$ cat src/rtl/mul_pkg.sv
`default_nettype none
// ----------------------------------------------------------------------------
// mul_pkg : operand/product widths and requester state for mul_arbiter. Rev 1.0
// ----------------------------------------------------------------------------
package mul_pkg;

  localparam int OP_W   = 16;
  localparam int PROD_W = 32;

  typedef enum logic [1:0] {
    ST_IDLE = 2'd0,
    ST_BUSY = 2'd1,
    ST_DONE = 2'd2
  } req_state_e;

endpackage
`default_nettype wire

$ cat src/rtl/rr_arbiter.sv
`default_nettype none
// ----------------------------------------------------------------------------
// rr_arbiter : combinational round-robin pick, first eligible at/after ptr. Rev 1.0
// ----------------------------------------------------------------------------
module rr_arbiter #(
  parameter int N  = 4,
  parameter int PW = (N > 1) ? $clog2(N) : 1
) (
  input  logic [N-1:0]  eligible,
  input  logic [PW-1:0] ptr,
  output logic [N-1:0]  grant,
  output logic [PW-1:0] ptr_next
);

  logic [PW-1:0] idx;
  logic          found;

  // Scan upward from ptr with wrap; the pointer only moves when someone wins.
  always_comb begin
    grant    = '0;
    ptr_next = ptr;
    found    = 1'b0;
    idx      = '0;
    for (int k = 0; k < N; k++) begin
      idx = PW'((int'(ptr) + k) % N);
      if (!found && eligible[idx]) begin
        found      = 1'b1;
        grant[idx] = 1'b1;
        ptr_next   = PW'((int'(idx) + 1) % N);
      end
    end
  end

endmodule
`default_nettype wire

$ cat src/rtl/mul_arbiter.sv
`default_nettype none
// ----------------------------------------------------------------------------
// mul_arbiter : shares one pipelined 16x16 signed multiplier among NREQ
//               requesters with tagged in-flight ops and result buffers. Rev 1.0
// ----------------------------------------------------------------------------
module mul_arbiter
  import mul_pkg::*;
#(
  parameter int NREQ = 4,
  parameter int LAT  = 2
) (
  input  logic                     clk,
  input  logic                     rst,
  input  logic [NREQ-1:0]          req_valid,
  output logic [NREQ-1:0]          req_ready,
  input  logic [NREQ*OP_W-1:0]     req_a,
  input  logic [NREQ*OP_W-1:0]     req_b,
  output logic                     mul_valid,
  output logic [OP_W-1:0]          mul_a,
  output logic [OP_W-1:0]          mul_b,
  input  logic [PROD_W-1:0]        mul_p,
  output logic [NREQ-1:0]          rsp_valid,
  input  logic [NREQ-1:0]          rsp_ready,
  output logic [NREQ*PROD_W-1:0]   rsp_p,
  output logic                     busy
);

  localparam int IW = (NREQ > 1) ? $clog2(NREQ) : 1;

  req_state_e        state      [NREQ];
  req_state_e        state_next [NREQ];
  logic [NREQ-1:0]   eligible;
  logic [NREQ-1:0]   grant;
  logic              any_grant;
  logic [IW-1:0]     rr_ptr;
  logic [IW-1:0]     rr_ptr_next;
  logic [IW-1:0]     win_idx;
  logic [OP_W-1:0]   sel_a;
  logic [OP_W-1:0]   sel_b;
  logic [LAT:0]      tag_vld;
  logic [IW-1:0]     tag_idx    [LAT+1];
  logic              cap_vld;
  logic [IW-1:0]     cap_idx;
  logic [PROD_W-1:0] rsp_buf    [NREQ];

  // Gating with rst keeps req_ready low for the whole reset cycle.
  always_comb begin
    eligible = '0;
    for (int i = 0; i < NREQ; i++) begin
      eligible[i] = req_valid[i] && (state[i] == ST_IDLE) && !rst;
    end
  end

  rr_arbiter #(
    .N  (NREQ),
    .PW (IW)
  ) u_rr (
    .eligible (eligible),
    .ptr      (rr_ptr),
    .grant    (grant),
    .ptr_next (rr_ptr_next)
  );

  assign req_ready = grant;
  assign any_grant = |grant;

  always_comb begin
    win_idx = '0;
    sel_a   = '0;
    sel_b   = '0;
    for (int i = 0; i < NREQ; i++) begin
      if (grant[i]) begin
        win_idx = IW'(i);
        sel_a   = req_a[i*OP_W +: OP_W];
        sel_b   = req_b[i*OP_W +: OP_W];
      end
    end
  end

  always_ff @(posedge clk) begin
    if (rst) begin
      mul_valid <= 1'b0;
      mul_a     <= '0;
      mul_b     <= '0;
      rr_ptr    <= '0;
    end else begin
      mul_valid <= any_grant;
      rr_ptr    <= rr_ptr_next;
      if (any_grant) begin
        mul_a <= sel_a;
        mul_b <= sel_b;
      end
    end
  end

  // Tag pipe: stage LAT lines up with the cycle the matching product is on mul_p.
  always_ff @(posedge clk) begin
    if (rst) begin
      tag_vld <= '0;
      for (int s = 0; s <= LAT; s++) begin
        tag_idx[s] <= '0;
      end
    end else begin
      tag_vld    <= {tag_vld[LAT-1:0], any_grant};
      tag_idx[0] <= win_idx;
      for (int s = 1; s <= LAT; s++) begin
        tag_idx[s] <= tag_idx[s-1];
      end
    end
  end

  assign cap_vld = tag_vld[LAT];
  assign cap_idx = tag_idx[LAT];

  always_ff @(posedge clk) begin
    if (rst) begin
      for (int i = 0; i < NREQ; i++) begin
        state[i] <= ST_IDLE;
      end
    end else begin
      for (int i = 0; i < NREQ; i++) begin
        state[i] <= state_next[i];
      end
    end
  end

  always_comb begin
    for (int i = 0; i < NREQ; i++) begin
      state_next[i] = state[i];
      case (state[i])
        ST_IDLE: if (grant[i]) state_next[i] = ST_BUSY;
        ST_BUSY: if (cap_vld && (cap_idx == IW'(i))) state_next[i] = ST_DONE;
        ST_DONE: if (rsp_ready[i]) state_next[i] = ST_IDLE;
        default: state_next[i] = ST_IDLE;
      endcase
    end
  end

  // Only the single BUSY owner of a tag is ever written, so a held DONE result stays put.
  always_ff @(posedge clk) begin
    if (rst) begin
      for (int i = 0; i < NREQ; i++) begin
        rsp_buf[i] <= '0;
      end
    end else if (cap_vld) begin
      for (int i = 0; i < NREQ; i++) begin
        if (cap_idx == IW'(i)) begin
          rsp_buf[i] <= mul_p;
        end
      end
    end
  end

  for (genvar i = 0; i < NREQ; i++) begin : g_rsp
    assign rsp_valid[i]                 = (state[i] == ST_DONE);
    assign rsp_p[i*PROD_W +: PROD_W]    = rsp_buf[i];
  end

  always_comb begin
    busy = 1'b0;
    for (int i = 0; i < NREQ; i++) begin
      busy = busy | (state[i] != ST_IDLE);
    end
  end

endmodule
`default_nettype wire

$ cat config.mk
export PLATFORM = sky130hd
export DESIGN_NAME = mul_arbiter
export DESIGN_NICKNAME = d
export VERILOG_FILES = /design/src/rtl/mul_pkg.sv /design/src/rtl/rr_arbiter.sv /design/src/rtl/mul_arbiter.sv
export SDC_FILE = /design/constraint.sdc
export NUM_CORES = 1
export LEC_CHECK = 0
export ABC_AREA = 1
export BUFFER_PORTS_ARGS = -buffer_cell sky130_fd_sc_hd__buf_2
export CAP_MARGIN = 20
export CORE_ASPECT_RATIO = 0.5
export CORE_MARGIN = 2
export CORE_UTILIZATION = 40
export DETAILED_ROUTE_END_ITERATION = 16
export PLACE_DENSITY_LB_ADDON = 0.2
export SLEW_MARGIN = 40
export SYNTH_ARGS = -nofsm -noshare
export SYNTH_HDL_FRONTEND = slang
export SYNTH_SLANG_ARGS = --single-unit
$ cat constraint.sdc
create_clock -name clk -period 3 [get_ports clk]
set_clock_uncertainty 0.05 [all_clocks]
set_input_delay 0.3 -clock clk [delete_from_list [all_inputs] [get_ports clk]]
set_output_delay 0.3 -clock clk [all_outputs]
set_load 0.05 [all_outputs]
-- Word level (Yosys, flattened, before mapping)
Memory sizes are Yosys's and may differ from the RTL's.
Index checks and enable logic that the tools add are counted.
- reduce and logical (&&, ||, !) cells: 34
- order comparisons: 8
- mux-type cells: 84
- add/subtract/negate cells: 6
- bitwise gates (word level): 17
- equality and inequality tests: 11
- operators with widths (operator ; count):
    $mux W16 ; 8
    $mux W32 ; 4
    $mux W2 ; 25
    $mux W1 ; 31
    $pmux W2 S3 ; 4
    $logic_and A1 B1 Y1 ; 19
    $mux W4 ; 4
    $or A1 B1 Y1 ; 14
    $eq A2 B2 Y1 const B ; 6
    $lt A2 B3 Y1 const B ; 4
    $or A4 B4 Y4 ; 3
    $eq A2 B1 Y1 const B ; 5
    $logic_not A2 Y1 ; 5
    $add A2 B1 Y2 const B ; 4
    $bmux W1 S2 ; 4
    $demux W1 S2 ; 4
    $ge A2 B1 Y1 const B ; 4
    $reduce_bool A2 Y1 ; 4
    $add A2 B2 Y2 const B ; 2
    $logic_not A1 Y1 ; 4
    $reduce_bool A4 Y1 ; 1
    $reduce_or A4 Y1 ; 1
- logic and storage cells: 168
- input port bits: 170
- bits in writable memories: 142
- register bits after elaboration: 38
- memories kept: 3
- output and inout port bits: 170
- memories (memory ; depth ; bits a word ; rd ports ; clocked after memory_dff ; write ports ; line ; source):
    rsp_buf ; 4 ; 32 ; 4 ; 0 ; 4 ; mul_arbiter.sv:44 ; logic [PROD_W-1:0] rsp_buf [NREQ];
    state ; 4 ; 2 ; 4 ; 0 ; 4 ; mul_arbiter.sv:30 ; req_state_e state [NREQ];
    tag_idx ; 3 ; 2 ; 3 ; 0 ; 3 ; mul_arbiter.sv:41 ; logic [IW-1:0] tag_idx [LAT+1];

-- Logic depth before layout (Yosys ltp)
Gate-level depths: netlist of the first run.
An unclocked memory read counts as a cell.
- depth after elaboration: 20
- mapped depth: 16
- mapped depth without buffers: 15

-- Hierarchy
From an unflattened synthesis of the first run, not the netlist that was laid out.
- cell total of the unflattened synthesis: 934
- area total of the unflattened synthesis: 8270.4 µm²
- by module, submodules not included (module ; instances ; sequential area each (µm²) ; area an instance (µm²) ; cells an instance):
    mul_arbiter ; 1 ; 4864.7 ; 7694.9 ; 838
    rr_arbiter ; 1 ; 0.0 ; 575.6 ; 96

-- Worst setup path before layout of the first run
OpenSTA, ideal clock, no wires.
- path type: reg-to-reg
- start point: register rr_ptr[1]
- end point: register mul_a[1]
- slack: 505 ps
- setup time: 116 ps
- stages on the path, launching flop included: 16
- path buffers: 1
- required time: 2834 ps
- arrival: 2330 ps
- period minus slack after synthesis: 2495 ps
- path through: dfxtp_1 inv_1 ha_1 inv_1 nand3_1 nand2_1 nand2_2 nor2_4 nand3_1 nand3_2 buf_2 nand2_1 nand3_1 nand2_1 nor2_1 nor2_1
- cells in the longest elaborated chain, start to end: 16
- elaborated cells between the ends (all ways): 52
- those cells by class: add/sub: 3; order compare: 8; mux: 27; bitwise: 3; reduce/logical: 11
- RTL lines (what ; line ; source):
    from (decl) ; mul_arbiter.sv:35 ; logic [IW-1:0] rr_ptr;
    from (signal assigned) ; mul_arbiter.sv:88 ; rr_ptr <= rr_ptr_next;
    parallel branches: the longest is 11 deep, another holds $lt A2 B3 Y1 ; - ;
    $mux W4 (*) ; rr_arbiter.sv:26 ; if (!found && eligible[idx]) begin
    net req_ready[0] ; mul_arbiter.sv:15 ; output logic [NREQ-1:0] req_ready,
    $mux W16 (4 in series) ; mul_arbiter.sv:72 ; if (grant[i]) begin
    to (signal assigned) ; mul_arbiter.sv:90 ; mul_a <= sel_a;
    to (decl) ; mul_arbiter.sv:19 ; output logic [OP_W-1:0] mul_a,
Mark *: on every way through the listed nets, which the timed path passes. The select of a mux whose other input is x is not followed.
A chain may end at the register's enable or synchronous reset.

-- Worst setup path after layout of the first run
- start point: register rr_ptr[1]
- end point: output req_ready[0]
- cells in the longest elaborated chain, start to end: 12
- elaborated cells between the ends (all ways): 47
- those cells by class: add/sub: 3; order compare: 8; mux: 23; bitwise: 3; reduce/logical: 10
- RTL lines (what ; line):
    parallel branches: the longest is 11 deep, another holds $lt A2 B3 Y1 ; -
    $mux W4 (*) ; rr_arbiter.sv:26
    to (decl) ; mul_arbiter.sv:15
Every way passes the cells marked *. The select of a mux whose other input is x is not followed.

==> reports/qor.tcl, run 1 <==
set qor(crit_fanout) 34
set qor(place_ws_ns) 0.2487
set qor(grt_overflow_total) 0
set qor(outcome) {finished clean}
set qor(finalSetupViolations) 0
set qor(max_freq_mhz) 359.9
set qor(num_rows) 36
set qor(period_share_pct) 92.61
set qor(grt_first_pass_wirelength_mm) 37.69
set qor(drcViolationCount) 0
set qor(post_synth_instance_area_um2) 8135
set qor(placement.cell_area_um2) 10090
set qor(worst_hold_path_type) {primary input to flop}
set qor(p_total_uw) 10880
set qor(final_period_minus_worst_setup_slack_ns) 2.778
set qor(num_antenna_cells) 0
set qor(worstPathArrival_ns) 2.43
set qor(synthTopCellsByArea) {edfxtp_1 (47%), dfxtp_1 (13%), nor2_1 (9.8%)}
set qor(antenna_found_initial) 0
set qor(synth.avg_cell_area_um2) 8.824
set qor(ir_drop_uv) 615.1
set qor(synth_cell_type_count) 27
set qor(critPathRequiredTime_ns) 2.65
set qor(postSynthRegisterBits) 179
set qor(synth_top_area_share_pct) 47.25
set qor(clk_pin_slew_worst_paths_ns) 0.07
set qor(leakage_uw) 0.005330
set qor(synthDominantAreaCellType) {edfxtp_1}
set qor(area_inside_the_core_boundary_um2) 19680
set qor(final_layout_size_suffix_gt1_share_pct) 33.36
set qor(critical_path.startpoint_type) {flop}
set qor(stdcell_area_um2) 10810
set qor(drt-initial-drc-count) 435
set qor(cts.path.max_buffers) 2
set qor(via_per_inst) 4.841
set qor(routabilityCongestion) 0.9051
set qor(clkLatencyLatePin_ns) 0.42
set qor(routed_wire_length_per_instance_um) 16.24
set qor(cts_buffers) 17
set qor(powerDensity_nw_per_um2) 1007
set qor(drt_first_pass_iters) 5
set qor(cts_sinks) 179
set qor(timing.slew.headroom_pct) 55.84
set qor(i_o_pins) 340
set qor(drt.antenna.violating_nets) 0
set qor(grt_usage_pct) 22.76
set qor(grt_pass1_vias) 7268
set qor(worst-slew-pin-transition_ns) 0.6614
set qor(grt_start_max_net_pins) 67
set qor(slew_violations) 0
set qor(worst-setup-path-type) {flop to output port}
set qor(setup_total_negative_slack_ns) 0
set qor(clockRootBuffer) {clkbuf_16}
set qor(die_y_um) 104.8
set qor(dieArea_um2) 21560
set qor(max_cap_check_violation_count) 0
set qor(initial_core_utilization_pct) 41.33
set qor(dp_hpwl_mm) 17.43
set qor(yosysSeqAreaShare_pct) 59.80
set qor(syn-num-nets) 1099
set qor(hold_violations) 0
set qor(vias) 7441
set qor(h-tree-depth) 4
set qor(routed_wirelength_mm) 24.97
set qor(port_buffers) 339
set qor(ys_warn_count) 0
set qor(post_synthesis_cell_count) 922
set qor(endpoint_kind) {output port}
set qor(num-fill-cells) 1828
set qor(area_growth_syn_to_layout_pct) 32.82
set qor(tritoncts_clock_tree) {done}
set qor(die_x_um) 205.7
set qor(postLayoutSetupSlackWorst_ns) 0.2216
set qor(final_nets) 1435
set qor(rsz0062_at_grt) {no}
power by group:
part | switching [uW] | internal [uW] | leakage [uW]
Sequential | 160 | 3000 | 0.00175
Combinational | 3850 | 1600 | 0.00329
Clock | 1070 | 1200 | 0.000292
per-layer routing:
| layer | vias up | track usage, % | wire length, um |
|---|---|---|---|
| li1 | 3652 | - | - |
| met1 | 3476 | 27.68 | 10370 |
| met2 | 283 | 40.12 | 12480 |
| met3 | 30 | 5.490 | 1659 |
| met4 | 0 | 6.475 | 459 |
| met5 | - | 0 | 0 |
cell type report:
| type | count | area [um^2] | area share [%] |
|---|---|---|---|
| multi-input combinational | 592 | 2660 | 24.62 |
| clock buffer | 17 | 425.4 | 3.937 |
| sequential | 179 | 4865 | 45.02 |
| inverter | 105 | 394.1 | 3.648 |
| tap | 266 | 332.8 | 3.080 |
| timing repair buffer | 363 | 1948 | 18.03 |
| clock inverter | 15 | 180.2 | 1.667 |
state kept, by name, indices dropped and copies added (netlist names):
register	flops
mul_a	16
mul_b	16
rr_ptr	2
rsp_buf	128
state	8
tag_idx	6
tag_vld	3
worst paths after layout:
check        slack (ns)                  endpoint                startpoint  cells past startpoint
max                0.22              req_ready[0]    rr_ptr[1]$_SDFFE_PP0P_                     11
min                0.11  state[1][1]$_SDFFE_PP0P_              rsp_ready[1]                      4
max reg2reg        0.39    mul_b[10]$_SDFFE_PP0P_  state[2][1]$_SDFFE_PP0P_                     14
min reg2reg        0.35  tag_idx[0][2]$_SDFF_PP0_  tag_idx[0][0]$_SDFF_PP0_                      2
cells in the final DEF, fill, tap and decap left out, types with 2 or more instances in the layout:
cell	netlist	layout
inv_8	0	6
nand2_1	168	167
nor3_1	6	6
clkinv_4	0	2
nand3_1	90	90
buf_2	19	337
a21oi_1	39	39
inv_2	3	3
nand4_1	5	5
inv_1	102	102
buf_12	0	2
nand3_2	6	6
clkbuf_16	0	19
inv_6	0	2
nor2_4	2	2
o21ai_0	6	6
nand2_2	4	3
nand2_4	3	5
dfxtp_1	51	51
nor2_2	9	9
nor2_1	213	213
buf_4	6	20
ha_1	7	6
edfxtp_1	128	128
clkinvlp_4	0	2
o21ai_1	29	29
critical path: stages (launching register included):
cell,delay (ns)
dfxtp_1,0.31
inv_1,0.19
ha_4,0.26
inv_1,0.11
nand3_1,0.08
nand2_1,0.14
nand2_2,0.10
nor2_4,0.13
nand3_1,0.12
nand3_2,0.11
buf_12,0.21
buf_4,0.23
repair_timing:
| item | CTS | global route |
|---|---|---|
| pin swaps | 0 | 1 |
| gates resized for setup | 2 | 7 |
| buffers inserted | 0 | 1 |
| setup endpoints to repair | 2 | 15 |
| hold endpoints to repair | 1 | 0 |
| hold buffers | 1 | 0 |
| cloned | 0 | 2 |
through the flow:
| step | std cells | hold WS (ns) | utilization (%) |
|---|---|---|---|
| CTS | 1534 | 0.08863 | 54.44 |
| detailed placement | 1501 | 0.3433 | 51.28 |
| finish | 1537 | 0.1072 | 54.89 |
| floorplan | 922 | 0.3383 | - |
| global placement | 1501 | 0.3425 | 51.25 |
| global route | 1537 | 0.1184 | 54.89 |
logic make-up after synthesis:
family	synth area share, %
simple gates	26.38
flops	59.80
buf+inv	7.813
compound gates	4.937
fa+ha+maj	1.077
synthesized netlist by cell type:
library cell / number
nor2_1: 213
nand2_1: 168
edfxtp_1: 128
inv_1: 102
nand3_1: 90
dfxtp_1: 51
a21oi_1: 39
o21ai_1: 29
buf_2: 19
clkbuf_1: 18
nor2_2: 9
ha_1: 7
buf_4: 6
nand3_2: 6
nor3_1: 6
o21ai_0: 6
nand4_1: 5
nand2_2: 4
buf_6: 3
inv_2: 3
nand2_4: 3
nor2_4: 2
a31oi_1: 1
a41oi_1: 1
o211ai_1: 1
o41ai_1: 1
or2_2: 1
(Power assumes the default switching activity.)
==> run 2: changes to the inputs <==
--- a/config.mk
+++ b/config.mk
@@ -8,7 +8,6 @@
 export ABC_AREA = 1
 export BUFFER_PORTS_ARGS = -buffer_cell sky130_fd_sc_hd__buf_2
 export CAP_MARGIN = 20
-export CORE_ASPECT_RATIO = 0.5
 export CORE_MARGIN = 2
 export CORE_UTILIZATION = 40
 export DETAILED_ROUTE_END_ITERATION = 16
==> constraint.sdc (replaced) <==
create_clock -name clk -period 2.7 [get_ports clk]
set_clock_uncertainty 0.05 [all_clocks]
set_input_delay 0.27 -clock clk [delete_from_list [all_inputs] [get_ports clk]]
set_output_delay 0.27 -clock clk [all_outputs]
set_load 0.05 [all_outputs]
==> reports/qor.tcl, run 2 (synthesized netlist as in run 1, its figures left out) <==
set qor(outcome) {finished clean}
set qor(clkLatencyLatePin_ns) 0.44
set qor(i_o_pins) 340
set qor(slew_violations) 0
set qor(num_rows) 52
set qor(die_x_um) 146.6
set qor(largest_reg_flops) 128
set qor(leakage_uw) 0.005436
set qor(num-fill-cells) 1894
set qor(grt_first_pass_wirelength_mm) 39.34
set qor(commonest_non_fill_non_tap_cells_in_the_layout) {buf_2 (335), nor2_1 (212), nand2_1 (167)}
set qor(critical_path.startpoint_type) {flop}
set qor(drt.antenna.violating_nets) 0
set qor(worst_hold_path_type) {primary input to flop}
set qor(cts_sinks) 179
set qor(max_freq_mhz) 388.4
set qor(crit_fanout) 15
set qor(worstPathArrival_ns) 2.25
set qor(finalSetupViolations) 0
set qor(via_per_inst) 4.735
set qor(drt-initial-drc-count) 339
set qor(worstReg2RegStart) {rr_ptr[0]$_SDFFE_PP0P_}
set qor(final_nets) 1449
set qor(layoutNonFillerInstCount) 1555
set qor(critPathRequiredTime_ns) 2.38
set qor(grt_pass1_vias) 7186
set qor(vias) 7363
set qor(die_y_um) 146.6
set qor(worst-slew-pin-transition_ns) 0.5230
set qor(routed_wire_length_per_instance_um) 16.21
set qor(timing.slew.headroom_pct) 64.87
set qor(hold-path-cell-count) 4
set qor(grt_start_max_net_pins) 35
set qor(tritoncts_clock_tree) {done}
set qor(dieArea_um2) 21490
set qor(final_period_minus_worst_setup_slack_ns) 2.575
set qor(max_cap_check_violation_count) 0
set qor(hold_violations) 0
set qor(clockRootBuffer) {clkbuf_16}
set qor(dp_hpwl_mm) 18.28
set qor(clk_pin_slew_worst_paths_ns) 0.07
set qor(area_growth_syn_to_layout_pct) 35.51
set qor(initial_core_utilization_pct) 40.47
set qor(port_buffers) 339
set qor(cts.path.max_buffers) 2
set qor(postLayoutSetupSlackWorst_ns) 0.1252
set qor(grt_overflow_total) 0
set qor(routed_wirelength_mm) 25.21
set qor(worstRegToRegCells) 15
set qor(setup.reg_to_reg.worst_slack_ns) 0.23
set qor(place_ws_ns) 0.03196
set qor(worst-setup-path-type) {flop to output port}
set qor(drcViolationCount) 0
set qor(setup.worst_path.start) {rr_ptr[0]$_SDFFE_PP0P_}
set qor(cts_buffers) 17
set qor(grt_usage_pct) 23.72
set qor(layout.cells.most_common) {buf_2}
set qor(ff_latch_area_um2) 4865
set qor(area_inside_the_core_boundary_um2) 20100
set qor(ir_drop_uv) 969.7
set qor(multiInputGateArea_um2) 2683
set qor(period_share_pct) 95.36
set qor(drt_first_pass_iters) 4
set qor(endpoint_kind) {output port}
set qor(reg2reg_to) {mul_a[3]$_SDFFE_PP0P_}
set qor(routabilityCongestion) 0.8748
set qor(place.detailed.instances) 1514
set qor(whs_ns) 0.03883
set qor(h-tree-depth) 4
set qor(powerDensity_nw_per_um2) 1123
set qor(rsz0062_at_grt) {yes}
set qor(crit_end) {req_ready[3]}
set qor(final_layout_size_suffix_gt1_share_pct) 34.40
set qor(max_flop_register) {rsp_buf}
set qor(largest_registers) {rsp_buf: 128 flops, mul_a: 16 flops, mul_b: 16 flops}
set qor(num_antenna_cells) 0
set qor(antenna_found_initial) 0
[run 2: repair_timing]
item	in CTS	in global routing
resized for setup	9	9
endpoints found under the hold margin	1	0
hold buffers	1	0
cloned	1	0
pin swaps	3	1
setup endpoints to repair	4	33
setup buffers	6	1
[run 2: layer usage]
metal / global-route usage, % / wire (um) / vias to the layer above
li1: - / - / 3674
met1: 28.58 / 10020 / 3306
met2: 40.31 / 12290 / 336
met3: 5.031 / 1868 / 47
met4: 11.84 / 1035 / 0
met5: 0 / 0 / -
[run 2: how the worst min path moves through the flow]
stage | start | to | slack (ns)
floorplan | rsp_ready[2] | state[2][1]$_SDFFE_PP0P_ | 0.31
global placement | tag_idx[0][1]$_SDFF_PP0_ | tag_idx[0][3]$_SDFF_PP0_ | 0.34
detailed placement | tag_idx[0][3]$_SDFF_PP0_ | tag_idx[0][5]$_SDFF_PP0_ | 0.35
CTS | rsp_ready[1] | state[1][1]$_SDFFE_PP0P_ | 0.03
global route | rsp_ready[1] | state[1][1]$_SDFFE_PP0P_ | 0.05
finish | rsp_ready[1] | state[1][1]$_SDFFE_PP0P_ | 0.04
[run 2: final cells by class]
| class | count | share of cell area [%] |
|---|---|---|
| multi-input cells | 592 | 24.33 |
| flip-flops and latches | 179 | 44.13 |
| repair buffers | 377 | 19.41 |
| inverters | 105 | 3.620 |
| clock buffers | 17 | 3.859 |
| clock inverters | 15 | 1.589 |
| well taps | 270 | 3.064 |
[run 2: through the flow]
step / utilization [%] / power, uW / area [um^2] / setup TNS, ns
final: 54.84 / 12380 / 11020 / 0
after global routing: 54.84 / 13260 / 11020 / -0.05719
after CTS: 54.66 / 12390 / 10990 / 0
after global placement: 50.96 / 9626 / 10250 / 0
after floorplan: - / 8087 / 8135 / 0
after detailed placement: 50.96 / 9650 / 10250 / 0
[run 2: critical path, stage by stage, from the launching register on]
cell	delay, ns
dfxtp_1	0.37
inv_4	0.09
ha_4	0.26
inv_1	0.10
nand3_1	0.11
nand2_2	0.12
nand3_2	0.16
nor2_1	0.13
nor2_1	0.07
nand2_4	0.08
buf_12	0.16
buf_6	0.17
[run 2: power by group]
group / switching (uW) / internal [uW] / total (uW)
Clock: 1210 / 1250 / 2460
Sequential: 173 / 3330 / 3510
Combinational: 4300 / 2110 / 6410
Total: 5680 / 6700 / 12400
